<file path="config.mk">
export PLATFORM = sky130hd
export DESIGN_NAME = alu_share_arbiter_flat
export DESIGN_NICKNAME = d
export VERILOG_FILES = /design/src/rtl/alu_share_arbiter_if.sv /design/src/rtl/alu_share_arbiter.sv /design/src/flat_wrapper.sv
export SDC_FILE = /design/constraint.sdc
export NUM_CORES = 1
export LEC_CHECK = 0
export ABC_AREA = 1
export CELL_PAD_IN_SITES_DETAIL_PLACEMENT = 1
export CELL_PAD_IN_SITES_GLOBAL_PLACEMENT = 1
export CORE_MARGIN = 4
export CORE_UTILIZATION = 28
export CTS_CLUSTER_SIZE = 10
export DETAILED_ROUTE_END_ITERATION = 6
export PLACE_DENSITY = 0.95
export SKIP_CTS_REPAIR_TIMING = 1
export SLEW_MARGIN = 20
export SYNTH_ARGS = -nofsm -noshare
export SYNTH_HDL_FRONTEND = slang
export SYNTH_SLANG_ARGS = --single-unit
</file>
<file path="constraint.sdc">
create_clock -name clk -period 2.9 [get_ports clk]
set_input_delay 0.58 -clock clk [delete_from_list [all_inputs] [get_ports clk]]
set_output_delay 0.58 -clock clk [all_outputs]
set_load 0.03 [all_outputs]
</file>
<file path="src/rtl/alu_share_arbiter_if.sv">
// Request/response bundle between two requesters, the arbiter and the shared bitwise unit.
// The arbiter takes the slave side; requesters and the unit together form the master side.
interface alu_share_arbiter_if #(
  parameter int WIDTH = 32
);
  logic             a_valid;
  logic             a_ready;
  logic [1:0]       a_op;
  logic [WIDTH-1:0] a_first;
  logic [WIDTH-1:0] a_second;
  logic             a_resp_valid;
  logic             a_resp_ready;

  logic             b_valid;
  logic             b_ready;
  logic [1:0]       b_op;
  logic [WIDTH-1:0] b_first;
  logic [WIDTH-1:0] b_second;
  logic             b_resp_valid;
  logic             b_resp_ready;

  logic [1:0]       unit_op;
  logic [WIDTH-1:0] unit_first;
  logic [WIDTH-1:0] unit_second;
  logic [WIDTH-1:0] unit_result;

  logic [WIDTH-1:0] resp_data;
  logic             grant_id;
  logic             busy;

  modport slave (
    input  a_valid, a_op, a_first, a_second, a_resp_ready,
    input  b_valid, b_op, b_first, b_second, b_resp_ready,
    input  unit_result,
    output a_ready, a_resp_valid, b_ready, b_resp_valid,
    output unit_op, unit_first, unit_second,
    output resp_data, grant_id, busy
  );

  modport master (
    output a_valid, a_op, a_first, a_second, a_resp_ready,
    output b_valid, b_op, b_first, b_second, b_resp_ready,
    output unit_result,
    input  a_ready, a_resp_valid, b_ready, b_resp_valid,
    input  unit_op, unit_first, unit_second,
    input  resp_data, grant_id, busy
  );
endinterface

</file>
<file path="src/rtl/alu_share_arbiter.sv">
// Two-requester arbiter for one shared XOR/AND/OR/NOR unit: IDLE -> EXEC -> RESP.
// Define ALU_ARB_ROUND_ROBIN_EN for round-robin ties; otherwise A has fixed priority.
module alu_share_arbiter #(
  parameter int WIDTH       = 32,
  parameter int EXEC_CYCLES = 1
) (
  input  logic               clk,
  input  logic               reset,
  alu_share_arbiter_if.slave bus,
  output logic [1:0]         dbg_state_o
);

  typedef enum logic [1:0] {
    S_IDLE = 2'd0,
    S_EXEC = 2'd1,
    S_RESP = 2'd2
  } state_e;

  localparam logic [3:0] CNT_LOAD = 4'(EXEC_CYCLES - 1);

  state_e           state_q, state_d;
  logic [3:0]       cnt_q, cnt_d;
  logic [1:0]       op_q, op_d;
  logic [WIDTH-1:0] first_q, first_d;
  logic [WIDTH-1:0] second_q, second_d;
  logic [WIDTH-1:0] resp_q, resp_d;
  logic             grant_q, grant_d;
  logic             win_b;

`ifdef ALU_ARB_ROUND_ROBIN_EN
  logic last_q, last_d;
  // On a tie the requester that was not served last wins.
  assign win_b = bus.b_valid & (~bus.a_valid | ~last_q);
`else
  assign win_b = bus.b_valid & ~bus.a_valid;
`endif

  always_ff @(posedge clk) begin
    if (reset) begin
      state_q  <= S_IDLE;
      cnt_q    <= '0;
      op_q     <= '0;
      first_q  <= '0;
      second_q <= '0;
      resp_q   <= '0;
      grant_q  <= 1'b0;
`ifdef ALU_ARB_ROUND_ROBIN_EN
      last_q   <= 1'b1;
`endif
    end else begin
      state_q  <= state_d;
      cnt_q    <= cnt_d;
      op_q     <= op_d;
      first_q  <= first_d;
      second_q <= second_d;
      resp_q   <= resp_d;
      grant_q  <= grant_d;
`ifdef ALU_ARB_ROUND_ROBIN_EN
      last_q   <= last_d;
`endif
    end
  end

  always_comb begin
    state_d          = state_q;
    cnt_d            = cnt_q;
    op_d             = op_q;
    first_d          = first_q;
    second_d         = second_q;
    resp_d           = resp_q;
    grant_d          = grant_q;
`ifdef ALU_ARB_ROUND_ROBIN_EN
    last_d           = last_q;
`endif
    bus.a_ready      = 1'b0;
    bus.b_ready      = 1'b0;
    bus.a_resp_valid = 1'b0;
    bus.b_resp_valid = 1'b0;
    bus.unit_op      = '0;
    bus.unit_first   = '0;
    bus.unit_second  = '0;

    case (state_q)
      S_IDLE: begin
        bus.a_ready = bus.a_valid & ~win_b;
        bus.b_ready = win_b;
        if (bus.a_valid | bus.b_valid) begin
          state_d  = S_EXEC;
          cnt_d    = CNT_LOAD;
          grant_d  = win_b;
          op_d     = win_b ? bus.b_op     : bus.a_op;
          first_d  = win_b ? bus.b_first  : bus.a_first;
          second_d = win_b ? bus.b_second : bus.a_second;
        end
      end
      S_EXEC: begin
        bus.unit_op     = op_q;
        bus.unit_first  = first_q;
        bus.unit_second = second_q;
        if (cnt_q == 4'd0) begin
          resp_d  = bus.unit_result;
          state_d = S_RESP;
        end else begin
          cnt_d = cnt_q - 4'd1;
        end
      end
      S_RESP: begin
        bus.a_resp_valid = ~grant_q;
        bus.b_resp_valid = grant_q;
        // Only the owner's resp_ready can retire the response.
        if (grant_q ? bus.b_resp_ready : bus.a_resp_ready) begin
          state_d = S_IDLE;
`ifdef ALU_ARB_ROUND_ROBIN_EN
          last_d  = grant_q;
`endif
        end
      end
      default: state_d = S_IDLE;
    endcase
  end

  assign bus.resp_data = resp_q;
  assign bus.grant_id  = grant_q;
  assign bus.busy      = (state_q != S_IDLE);
  assign dbg_state_o   = state_q;

endmodule

</file>
<file path="src/flat_wrapper.sv">
// flat-port wrapper written by rule: the top's interface ports become plain ports
module alu_share_arbiter_flat 
#(
  parameter int WIDTH       = 32,
  parameter int EXEC_CYCLES = 1
)
  (clk, reset, dbg_state_o, bus_a_valid, bus_a_op, bus_a_first, bus_a_second, bus_a_resp_ready, bus_b_valid, bus_b_op, bus_b_first, bus_b_second, bus_b_resp_ready, bus_unit_result, bus_a_ready, bus_a_resp_valid, bus_b_ready, bus_b_resp_valid, bus_unit_op, bus_unit_first, bus_unit_second, bus_resp_data, bus_grant_id, bus_busy);
  alu_share_arbiter_if #(.WIDTH(WIDTH)) bus_i ();
  input  logic clk;
  input  logic reset;
  output logic [1:0] dbg_state_o;
  input wire logic [$bits(bus_i.a_valid)-1:0] bus_a_valid;
  input wire logic [$bits(bus_i.a_op)-1:0] bus_a_op;
  input wire logic [$bits(bus_i.a_first)-1:0] bus_a_first;
  input wire logic [$bits(bus_i.a_second)-1:0] bus_a_second;
  input wire logic [$bits(bus_i.a_resp_ready)-1:0] bus_a_resp_ready;
  input wire logic [$bits(bus_i.b_valid)-1:0] bus_b_valid;
  input wire logic [$bits(bus_i.b_op)-1:0] bus_b_op;
  input wire logic [$bits(bus_i.b_first)-1:0] bus_b_first;
  input wire logic [$bits(bus_i.b_second)-1:0] bus_b_second;
  input wire logic [$bits(bus_i.b_resp_ready)-1:0] bus_b_resp_ready;
  input wire logic [$bits(bus_i.unit_result)-1:0] bus_unit_result;
  output wire logic [$bits(bus_i.a_ready)-1:0] bus_a_ready;
  output wire logic [$bits(bus_i.a_resp_valid)-1:0] bus_a_resp_valid;
  output wire logic [$bits(bus_i.b_ready)-1:0] bus_b_ready;
  output wire logic [$bits(bus_i.b_resp_valid)-1:0] bus_b_resp_valid;
  output wire logic [$bits(bus_i.unit_op)-1:0] bus_unit_op;
  output wire logic [$bits(bus_i.unit_first)-1:0] bus_unit_first;
  output wire logic [$bits(bus_i.unit_second)-1:0] bus_unit_second;
  output wire logic [$bits(bus_i.resp_data)-1:0] bus_resp_data;
  output wire logic [$bits(bus_i.grant_id)-1:0] bus_grant_id;
  output wire logic [$bits(bus_i.busy)-1:0] bus_busy;
  assign bus_i.a_valid = bus_a_valid;
  assign bus_i.a_op = bus_a_op;
  assign bus_i.a_first = bus_a_first;
  assign bus_i.a_second = bus_a_second;
  assign bus_i.a_resp_ready = bus_a_resp_ready;
  assign bus_i.b_valid = bus_b_valid;
  assign bus_i.b_op = bus_b_op;
  assign bus_i.b_first = bus_b_first;
  assign bus_i.b_second = bus_b_second;
  assign bus_i.b_resp_ready = bus_b_resp_ready;
  assign bus_i.unit_result = bus_unit_result;
  assign bus_a_ready = bus_i.a_ready;
  assign bus_a_resp_valid = bus_i.a_resp_valid;
  assign bus_b_ready = bus_i.b_ready;
  assign bus_b_resp_valid = bus_i.b_resp_valid;
  assign bus_unit_op = bus_i.unit_op;
  assign bus_unit_first = bus_i.unit_first;
  assign bus_unit_second = bus_i.unit_second;
  assign bus_resp_data = bus_i.resp_data;
  assign bus_grant_id = bus_i.grant_id;
  assign bus_busy = bus_i.busy;
  alu_share_arbiter #(.WIDTH(WIDTH), .EXEC_CYCLES(EXEC_CYCLES)) u_core (.clk(clk), .reset(reset), .bus(bus_i), .dbg_state_o(dbg_state_o));
endmodule
</file>
# Word-level counts from Yosys, hierarchy flattened
# Cells that the tools add are included.
# Widths: inputs -> output; s select.
# totals
reg_bits,105
input_bits,170
out_inout_bits,106
word_cells,46
# classes
n_addsub,1
n_eq_ne,6
mux,18
bitwise_logic,6
reduce_logical,8
# ops
op,count
$mux 32,4
$mux 2,5
$mux 4,2
$pmux 4 s2,1
$ne 2x1->1 const B,3
$pmux 2 s3,1
$reduce_and 3->1,2
$mux 1,5
$logic_not 4->1,1
$reduce_and 2->1,2
$reduce_bool 2->1,2
$sub 4x1->4 const B,1
$not 1->1,3
$and 1x1->1,2
$eq 2x1->1 const B,1
$eq 2x2->1 const B,1
$logic_not 2->1,1
$ne 2x2->1 const B,1
$or 1x1->1,1

# Depth between registers and ports, before layout
# Gate-level depths: netlist of run 1.
# depth
ltp_word,5
ltp_mapped,8
mapped_depth_nobuf,8

# Least setup slack after synthesis of run 1
# Ideal clock, no wire load.
# synth_path
path_kind,register to output
start,register u_core.state_q[0] (netlist: u_core.dbg_state_o[0])
end,output bus_unit_first[22]
arrival_time_ps,1457
path_slack_ps,863
path_stages_with_launch,5
path_cell_list,dfxtp_1 -> nand2_1 -> buf_2 -> buf_2 -> nor2_1
# synth_via
elab_chain_cells,2
# synth_rtl
element,line_no,text
"start, declared",alu_share_arbiter.sv:21,"state_e state_q, state_d;"
"start signal, assigned",alu_share_arbiter.sv:51,state_q <= state_d;
$eq 2x1->1,alu_share_arbiter.sv:83,case (state_q)
$mux 32,alu_share_arbiter.sv:83,
"end, declared",flat_wrapper.sv:28,output wire logic [$bits(bus_i.unit_first)-1:0] bus_unit_first;
# Every way passes these cells.

# Final worst setup path of run 1
# layout_path
start,input bus_a_valid
end,output bus_a_ready
# layout_via
elab_chain_cells,5
# layout_rtl
element,line_no,text
"start, declared",flat_wrapper.sv:12,input wire logic [$bits(bus_i.a_valid)-1:0] bus_a_valid;
$not 1->1,alu_share_arbiter.sv:35,assign win_b = bus.b_valid & ~bus.a_valid;
$and 1x1->1,alu_share_arbiter.sv:35,
$not 1->1,alu_share_arbiter.sv:85,bus.a_ready = bus.a_valid & ~win_b;
$and 1x1->1 (*),alu_share_arbiter.sv:85,
$mux 1 (*),alu_share_arbiter.sv:83,
"end, declared",flat_wrapper.sv:23,output wire logic [$bits(bus_i.a_ready)-1:0] bus_a_ready;
# Mark *: on every way between the ends. The rest lies on a longest branch, timed or not.

==> results of run 1 <==
-- cell usage after synthesis --
cell type / count / area, sq um
nand3_1: 135 / 676
buf_4: 10 / 75.1
buf_1: 3 / 11.3
nand2_2: 1 / 6.26
dfxtp_1: 105 / 2100
or2_2: 1 / 6.26
o22ai_1: 2 / 12.5
inv_1: 78 / 293
o21ai_2: 11 / 96.3
nand2_1: 143 / 537
clkbuf_1: 19 / 71.3
ha_1: 2 / 25.0
o21ai_0: 59 / 295
nor2_1: 138 / 518
nor3_1: 1 / 5.00
a21oi_1: 6 / 30.0
inv_2: 2 / 7.51
nor2_2: 1 / 6.26
buf_6: 2 / 22.5
o21ai_1: 29 / 145
buf_2: 24 / 120
-- cells by family (layout without fill, tap and decap cells) --
| kind of cell | count (synthesis) | in the layout |
|---|---|---|
| buf+inv | 138 | 384 |
| simple gates | 420 | 420 |
| other cells | 0 | 1 |
| flops | 105 | 105 |
| fa+ha+maj | 2 | 2 |
| compound gates | 107 | 107 |
-- flip-flops by register name (all words and copies together) (netlist names) --
register and flops:
u_core.op_q 2, u_core.cnt_q 4, u_core.dbg_state_o 2, u_core.bus.grant_id 1, u_core.first_q 32, u_core.bus.resp_data 32
u_core.second_q 32
-- power groups by stage --
stage	Sequential (mW)	Clock [mW]	Combinational (mW)
floorplan	2.22	0	1.11
global route	1.95	1.27	2.66
detailed placement	1.94	0	2.45
global placement	1.92	0	2.38
finish	1.91	1.18	2.43
CTS	1.91	1.23	2.46
-- critical path, cell delays in order --
cell             delay (ns)
clkdlybuf4s50_1        0.58
inv_2                  0.06
nor2_1                 0.14
clkdlybuf4s50_1        0.69
-- per-layer routing --
layer / GRT usage [%] / up-vias / wire length [microns]
li1: - / 2917 / -
met1: 21.8 / 2866 / 8030
met2: 37.4 / 213 / 10600
met3: 6.89 / 33 / 1920
met4: 6.95 / 0 / 509
met5: 0 / - / 0
-- path summary, 6_finish.rpt --
| check | startpoint | to | slack (ns) | cells after the start |
|---|---|---|---|---|
| min | u_core.cnt_q[0] | u_core.cnt_q[0] | 0.46 | 1 |
| max | bus_a_valid | bus_a_ready | 0.28 | 4 |
| max reg2reg | u_core.dbg_state_o[1] | u_core.bus.resp_data[0] | 0.87 | 8 |
| min reg2reg | u_core.cnt_q[0] | u_core.cnt_q[0] | 0.46 | 1 |
-- cell type report --
type / count / share of cell area (%)
repair buffers: 288 / 35.0
multi-input cells: 529 / 28.8
flip-flops and latches: 105 / 25.6
inverters: 80 / 3.66
well taps: 225 / 3.43
clock buffers: 9 / 2.75
clock inverters: 7 / 0.656
diodes: 1 / 0.0305
==> impl_metrics.csv, run 1 <==
group,metric,value,unit
yosys,syn_inst,772,
finish,multi_input_area,0.00236,sq mm
flow_run,drv_cap,0,
power_and_ir_drop,leakage,3.38,nW
drt,wl,21000,microns
drt,wl_per_cell,16.9,microns
finish,finish.utilization,46.9,%
finish,final_common_cell,"clkdlybuf4s50_1",
clock_network,clock_sinks,105,
drt,ant_nets,0,
drt,via_per_inst,4.85,
sta,maxSlewViolCount,0,
placement,io_buffers,275,
placement,routabilityCongestion,0.781,
power_and_ir_drop,p_sw,2.24,mW
global_route,overflow,0,
clock_network,ctsHtreeMaxLevel,3,
drt,drt_iter0_drc,180,
floorplanning,coreArea,0.0175,sq mm
sta,worstMarginPinSlew,0.792,ns
yosys,synth_top_family_by_area,"simple AND/OR/NAND/NOR gates",
sta,fin_ws,0.278,ns
finish,layout_common_cells,"273 x clkdlybuf4s50_1, 141 x nand2_1, 138 x nor2_1, 135 x nand3_1, 105 x dfxtp_1",
drt,drc,0,
finish,layout.cells.non_filler,1244,
sta,finalClockSkew,0.00845,ns
power_and_ir_drop,total_power,5.52,mW
placement,dp_hpwl,15200,microns
yosys,syn_nets,944,
placement,placed_area,0.00792,sq mm
floorplanning,core.rowCount,48,
global_route,grt_pass1_wl,33300,microns
yosys,synth.area.mux_share,0,%
floorplanning,start_util,29.0,%
sta,finalCriticalPeriod,2.62,ns
outcome,status,"completed",
power_and_ir_drop,seqPwrFrac,34.7,%
power_and_ir_drop,pwr_density_cell,673,mW/mm^2
sta,slew_headroom,47.2,%
sta,hold-worst-slack,0.463,ns
global_route,antenna_found_initial,1,
floorplanning,fp.dieH,142,microns
drt,dr.pass1.iters,4,
power_and_ir_drop,internal-power,3.28,mW
placement,place_ws,0.284,ns
sta,fmax,0.381,GHz
clock_network,clk_latency,0.34,ns
sta,hold_viol,0,
finish,nets,1185,
clock_network,tritoncts,"built",
yosys,syn_area_per_cell,6.56,sq um
clock_network,cts_max_path_buffers,2,
power_and_ir_drop,ir_worst_vdd,448,uV
worst_setup_path,crit_type,"primary input to output pin",
sta,fin_tns_setup,0,ns
drt,vias,6029,
worst_setup_path,cp-start-kind,"primary input",
sta,fin_crit_sh,90.4,%
yosys,netlist_area,0.00506,sq mm
yosys,ys_seq_area_share,41.5,%
global_route,track_usage,20.4,%
floorplanning,die_w,142,microns
clock_network,cts.clk_slew.worst_paths,0.08,ns
floorplanning,boundaryPins,276,
finish,postLayoutCellArea,0.00820,sq mm
min_path,min_path_type,"flop to flop",
clock_network,cts_made_buffers,9,
yosys,ys_warn_count,0,
power_and_ir_drop,combPwrFrac,44.0,%
finish,area.growth.synth_to_final,62.0,%
yosys,ys_types,21,
sta,finalSetupViolations,0,
global_route,grt_max_degree,100,
yosys,synth_fa_ha_area_share,0.494,%
worst_setup_path,cp_max_fo,2,
worst_setup_path,cp.required,2.32,ns
yosys,synth_compound_area_share,11.4,%
worst_setup_path,endpoint_kind,"output pin",
finish,seq_area,0.00210,sq mm
floorplanning,die_area,0.0203,sq mm
global_route,first_global_vias,6668,
yosys,synth_xor_area_share,0,%
yosys,yosys.area_share.simple,34.7,%
power_and_ir_drop,switching_share,40.6,%
finish,drive_gt1_share,4.91,%
finish,nFillCells,2218,
worst_setup_path,cp_data_arrival_time,2.04,ns
yosys,ys_ff_latch,105,
power_and_ir_drop,p_clk_share,21.3,%
clock_network,cts-root-buf,"clkbuf_16",
placement,placed_cells,1227,
sta,rsz0062_at_grt,"no",
Power figures use the tool's default switching activity.
==> run 2, diff against run 1 <==
Settings changed: GPL_TIMING_DRIVEN from default to 0, SETUP_SLACK_MARGIN from default to 0.2.
==> run 2 against run 1 <==
Register-to-register slack improved by 0.34 ns. Highest routed layer unchanged. Sequential power barely moved. Sequential share of layout area fell by 1.1 points. Maximum frequency fell by 5.0%. Largest power group unchanged. Critical path type unchanged. Via count rose by 1.9%. Die area did not move.
==> impl_metrics.csv, run 2 (same netlist as run 1, synthesis figures left out) <==
group,metric,value,unit
outcome,status,"completed",
global_route,antenna_found_initial,0,
drt,dr.pass1.iters,5,
power_and_ir_drop,p_clk_share,23.6,%
floorplanning,boundaryPins,276,
sta,finalClockSkew,0.00793,ns
floorplanning,die_w,142,microns
worst_setup_path,slowest_stage,"clkdlybuf4s50_1",
finish,finish.utilization,49.1,%
sta,hold-worst-slack,0.462,ns
power_and_ir_drop,seqPwrFrac,32.9,%
drt,ant_nets,0,
power_and_ir_drop,ir_worst_vdd,416,uV
placement,placed_cells,1272,
power_and_ir_drop,switching_share,39.3,%
clock_network,cts_max_path_buffers,2,
power_and_ir_drop,internal-power,3.52,mW
worst_setup_path,reg2reg_to,"u_core.bus.resp_data[16]",
worst_setup_path,reg2reg_depth,6,
worst_setup_path,crit_family,"buffers and inverters",
sta,rsz0062_at_grt,"yes",
finish,layout_common_cells,"207 x clkdlybuf4s50_1, 143 x nand2_1, 138 x nor2_1, 135 x nand3_1, 105 x dfxtp_1",
power_and_ir_drop,leakage,4.67,nW
finish,num_antenna_cells,0,
drt,drc,0,
sta,finalCriticalPeriod,2.76,ns
worst_setup_path,cpPeakStageDelay,0.56,ns
worst_setup_path,worst-path-buf-inv,5,
finish,multi_input_area,0.00236,sq mm
clock_network,cts-root-buf,"clkbuf_16",
floorplanning,coreArea,0.0175,sq mm
finish,final_common_cell,"clkdlybuf4s50_1",
worst_setup_path,cp_data_arrival_time,2.18,ns
flow_run,drv_cap,0,
worst_setup_path,cp_cell_sequence,"clkdlybuf4s50_1 -> buf_2 -> buf_4 -> nand3_1 -> inv_1 -> dlymetal6s2s_1",
clock_network,cts.clk_slew.worst_paths,0.08,ns
global_route,grt_pass1_wl,34100,microns
drt,wl_per_cell,17.5,microns
finish,area.growth.synth_to_final,69.4,%
worst_setup_path,cp-startpoint,"bus_b_valid",
finish,seq_area,0.00210,sq mm
worst_setup_path,r2r-start,"u_core.dbg_state_o[0]",
placement,io_buffers,275,
clock_network,clk_latency,0.35,ns
power_and_ir_drop,p_sw,2.27,mW
worst_setup_path,cp.required,2.32,ns
clock_network,ctsHtreeMaxLevel,3,
worst_setup_path,crit_type,"primary input to output pin",
global_route,overflow,0,
worst_setup_path,worstSetupEndpoint,"bus_b_ready",
sta,fin_crit_sh,95.2,%
power_and_ir_drop,pwr_density_cell,675,mW/mm^2
sta,fmax,0.362,GHz
sta,worstMarginPinSlew,0.704,ns
floorplanning,die_area,0.0203,sq mm
clock_network,clock_sinks,105,
placement,dp_hpwl,17400,microns
power_and_ir_drop,combPwrFrac,43.5,%
global_route,first_global_vias,6532,
placement,routabilityCongestion,0.847,
floorplanning,fp.dieH,142,microns
global_route,grt_max_degree,18,
drt,vias,6146,
floorplanning,core.rowCount,48,
sta,slew_headroom,53.1,%
sta,hold_viol,0,
clock_network,tritoncts,"built",
worst_setup_path,cp-start-kind,"primary input",
worst_setup_path,endpoint_kind,"output pin",
sta,finalSetupViolations,0,
drt,wl,22500,microns
worst_setup_path,critical_path_depth,6,
finish,layout.cells.non_filler,1288,
worst_setup_path,cp_max_fo,10,
drt,drt_iter0_drc,182,
sta,maxSlewViolCount,0,
global_route,track_usage,21.2,%
finish,nets,1230,
worst_setup_path,r2r_slack,1.21,ns
finish,drive_gt1_share,6.96,%
min_path,min_path_type,"flop to flop",
clock_network,cts_made_buffers,9,
floorplanning,start_util,29.0,%
drt,via_per_inst,4.77,
finish,nFillCells,2226,
## run 2: layout make-up
class	count	area share (%)
Timing Repair Buffer	275	33.7
Multi-Input combinational cell	529	27.5
Sequential cell	105	24.5
Buffer	58	3.60
Inverter	80	3.50
Tap cell	225	3.28
Clock buffer	11	2.83
Clock inverter	5	1.01
## run 2: worst register-to-register path, cell delays in order (launching register included)
cell and delay [ns]:
dfxtp_1 0.40, nand2_1 0.23, nor2_2 0.31, inv_1 0.17, buf_2 0.22, nor2_1 0.19
nor2_1 0.07
## run 2: worst min-delay path by stage
stage,cells past startpoint,from,slack (ns),endpoint
after floorplan,1,u_core.cnt_q[0],0.43,u_core.cnt_q[0]
after global routing,2,u_core.first_q[17],0.48,u_core.first_q[17]
after detailed placement,2,u_core.first_q[27],0.45,u_core.first_q[27]
after CTS,2,u_core.first_q[27],0.46,u_core.first_q[27]
after global placement,1,u_core.cnt_q[0],0.45,u_core.cnt_q[0]
final,2,u_core.first_q[17],0.46,u_core.first_q[17]
## run 2: per-layer routing
metal / track usage, % / routed length, microns / vias to the layer above
met5: 0 / 0 / -
met4: 7.50 / 568 / 0
met3: 7.39 / 1870 / 38
met2: 37.1 / 11100 / 201
met1: 23.9 / 8990 / 2897
li1: - / - / 3010
## run 2: through the flow
stage / area [sq um] / TNS (ns) / setup WS, ns / power [mW]
after global placement: 8100 / -0.368 / -0.279 / 4.39
after detailed placement: 8100 / -0.382 / -0.284 / 4.47
final: 8570 / 0 / 0.139 / 5.79
after CTS: 8420 / -1.52 / -0.296 / 5.87
after global routing: 8570 / 0 / 0.0488 / 6.16
after floorplan: 5060 / 0 / 0.863 / 3.34
## run 2: power groups by stage
| stage | sequential (mW) | combinational (mW) | clock (mW) |
|---|---|---|---|
| floorplan | 2.22 | 1.11 | 0 |
| global placement | 1.91 | 2.48 | 0 |
| detailed placement | 1.93 | 2.54 | 0 |
| CTS | 1.91 | 2.56 | 1.41 |
| global route | 1.94 | 2.75 | 1.47 |
| finish | 1.90 | 2.52 | 1.37 |
==> run 3, diff against run 2 <==
Settings changed: CORE_MARGIN 4 to default, CTS_CLUSTER_SIZE 10 to default.
==> run 3 against run 2 <==
Clock skew barely moved. Via count fell by 0.28%. Largest cell class unchanged. Clock-buffer cell count did not move. Cell area fell by 0.35%. Power fell by 2.1%. Highest routed layer unchanged. Core utilization fell by 0.17 points. Critical path depth did not move. Wire length fell by 3.5%.
==> impl_metrics.csv, run 3 (same netlist as run 1, synthesis figures left out) <==
group,metric,value,unit
outcome,status,"completed",
power_and_ir_drop,switching_share,39.6,%
min_path,hold_depth,1,
worst_setup_path,cpPeakStageDelay,0.57,ns
worst_setup_path,cp-start-kind,"primary input",
drt,drt_iter0_drc,228,
power_and_ir_drop,pwr_density_cell,664,mW/mm^2
placement,routabilityCongestion,0.820,
global_route,first_global_vias,6447,
worst_setup_path,endpoint_kind,"output pin",
finish,area.growth.synth_to_final,68.8,%
drt,wl_per_cell,16.9,microns
drt,drc,0,
global_route,grt_pass1_wl,33000,microns
sta,worstMarginPinSlew,0.605,ns
drt,ant_nets,0,
power_and_ir_drop,total_power,5.67,mW
drt,via_per_inst,4.76,
sta,maxSlewViolCount,0,
clock_network,ctsHtreeMaxLevel,3,
global_route,overflow,0,
sta,slew_headroom,59.7,%
finish,nets,1230,
worst_setup_path,crit_type,"primary input to output pin",
power_and_ir_drop,ir_worst_vdd,527,uV
clock_network,cts_max_path_buffers,2,
placement,io_buffers,275,
sta,fin_crit_sh,94.4,%
floorplanning,fp.dieH,136,microns
worst_setup_path,cp_cell_sequence,"clkdlybuf4s50_1 -> buf_2 -> buf_4 -> nand3_1 -> inv_1 -> dlymetal6s2s_1",
worst_setup_path,worst-path-buf-inv,5,
min_path,min_path_type,"flop to flop",
clock_network,clk_latency,0.35,ns
drt,dr.pass1.iters,4,
worst_setup_path,reg2reg_depth,8,
power_and_ir_drop,leakage,4.55,nW
worst_setup_path,reg2reg_to,"u_core.bus.resp_data[15]",
sta,finalClockSkew,0.00774,ns
global_route,antenna_found_initial,0,
min_path,min_from,"u_core.cnt_q[0]",
sta,fmax,0.365,GHz
worst_setup_path,critical_path_depth,6,
finish,layout_common_cells,"217 x clkdlybuf4s50_1, 143 x nand2_1, 138 x nor2_1, 135 x nand3_1, 105 x dfxtp_1",
worst_setup_path,r2r-start,"u_core.cnt_q[0]",
power_and_ir_drop,combPwrFrac,44.2,%
placement,dp_hpwl,17000,microns
floorplanning,coreArea,0.0175,sq mm
power_and_ir_drop,internal-power,3.42,mW
sta,rsz0062_at_grt,"yes",
finish,finish.utilization,48.9,%
drt,vias,6129,
clock_network,cts.clk_slew.worst_paths,0.07,ns
worst_setup_path,slowest_stage,"clkdlybuf4s50_1",
floorplanning,start_util,29.0,%
floorplanning,die_w,136,microns
clock_network,tritoncts,"built",
worst_setup_path,r2r_slack,1.26,ns
worst_setup_path,cp.required,2.32,ns
flow_run,drv_cap,0,
global_route,grt_max_degree,17,
worst_setup_path,cp_max_fo,10,
drt,wl,21700,microns
power_and_ir_drop,seqPwrFrac,33.7,%
clock_network,cts-root-buf,"clkbuf_16",
sta,hold_viol,0,
sta,finalCriticalPeriod,2.74,ns
finish,num_antenna_cells,0,
min_path,worstHoldEndpoint,"u_core.cnt_q[0]",
finish,multi_input_area,0.00236,sq mm
power_and_ir_drop,p_clk_share,22.1,%
worst_setup_path,crit_family,"buffers and inverters",
power_and_ir_drop,p_sw,2.25,mW
finish,seq_area,0.00210,sq mm
floorplanning,die_area,0.0186,sq mm
finish,final_common_cell,"clkdlybuf4s50_1",
floorplanning,boundaryPins,276,
floorplanning,core.rowCount,48,
finish,nFillCells,2206,
clock_network,cts_made_buffers,9,
finish,drive_gt1_share,6.59,%
sta,finalSetupViolations,0,
global_route,track_usage,23.1,%
clock_network,clock_sinks,105,
worst_setup_path,cp_data_arrival_time,2.16,ns
## run 3: changes by cell type in the layout (fill, tap and decap cells not counted), sizes merged
cell,change
clkdlybuf4s50,+10
clkbuf,-6
dlymetal6s2s,-6
buf,+2
bufinv,-1
clkinv,+1
## run 3: worst reg2reg max path, cell delays in order (launching register included)
cell and delay [ns]:
dfxtp_1 0.33, inv_1 0.11, ha_1 0.16, nand2_1 0.08, nor2_2 0.22, inv_1 0.16, buf_2 0.22, nor2_1 0.19
nor2_1 0.07
## run 3: cell type report
| cell class | instances | share of cell area [%] |
|---|---|---|
| well taps | 225 | 3.30 |
| clock inverters | 5 | 0.630 |
| plain buffers | 58 | 3.59 |
| clock buffers | 11 | 2.84 |
| multi-input cells | 529 | 27.6 |
| flip-flops and latches | 105 | 24.6 |
| repair buffers | 275 | 33.9 |
| inverters | 80 | 3.51 |
## run 3: through the flow
| step | std cells | hold slack (ns) | setup WS, ns | setup TNS (ns) | area, sq um |
|---|---|---|---|---|---|
| CTS | 1288 | 0.467 | -0.290 | -1.01 | 8390 |
| global placement | 1272 | 0.446 | -0.288 | -0.374 | 8100 |
| detailed placement | 1272 | 0.450 | -0.293 | -0.377 | 8100 |
| global route | 1288 | 0.485 | 0.0641 | 0 | 8540 |
| finish | 1288 | 0.461 | 0.161 | 0 | 8540 |
| floorplan | 772 | 0.426 | 0.863 | 0 | 5060 |
## run 3: metal layers
metal	vias up	track usage (%)	wire length, microns	share of wire (%)
li1	3016	-	-	-
met1	2887	25.8	8770	40
met2	202	41.5	10800	50
met3	24	6.94	1870	8.6
met4	0	6.91	317	1.5
met5	-	0	0	0
## run 3: worst max-delay path by stage
stage                          start            endpoint  slack, ns
2_1_floorplan  u_core.dbg_state_o[0]  bus_unit_first[22]       0.86
5_1_grt                  bus_b_valid         bus_b_ready       0.06
6_report                 bus_b_valid         bus_b_ready       0.16
3_5_place_dp             bus_a_valid         bus_b_ready      -0.29
3_3_place_gp             bus_a_valid         bus_b_ready      -0.29
4_1_cts                  bus_a_valid         bus_b_ready      -0.29
## run 3: power groups by stage
stage               Combinational (mW)  Sequential (mW)  Clock, mW
floorplan                         1.11             2.22          0
global placement                  2.46             1.92          0
detailed placement                2.52             1.94          0
CTS                               2.54             1.91       1.29
global route                      2.72             1.94       1.34
finish                            2.51             1.91       1.26
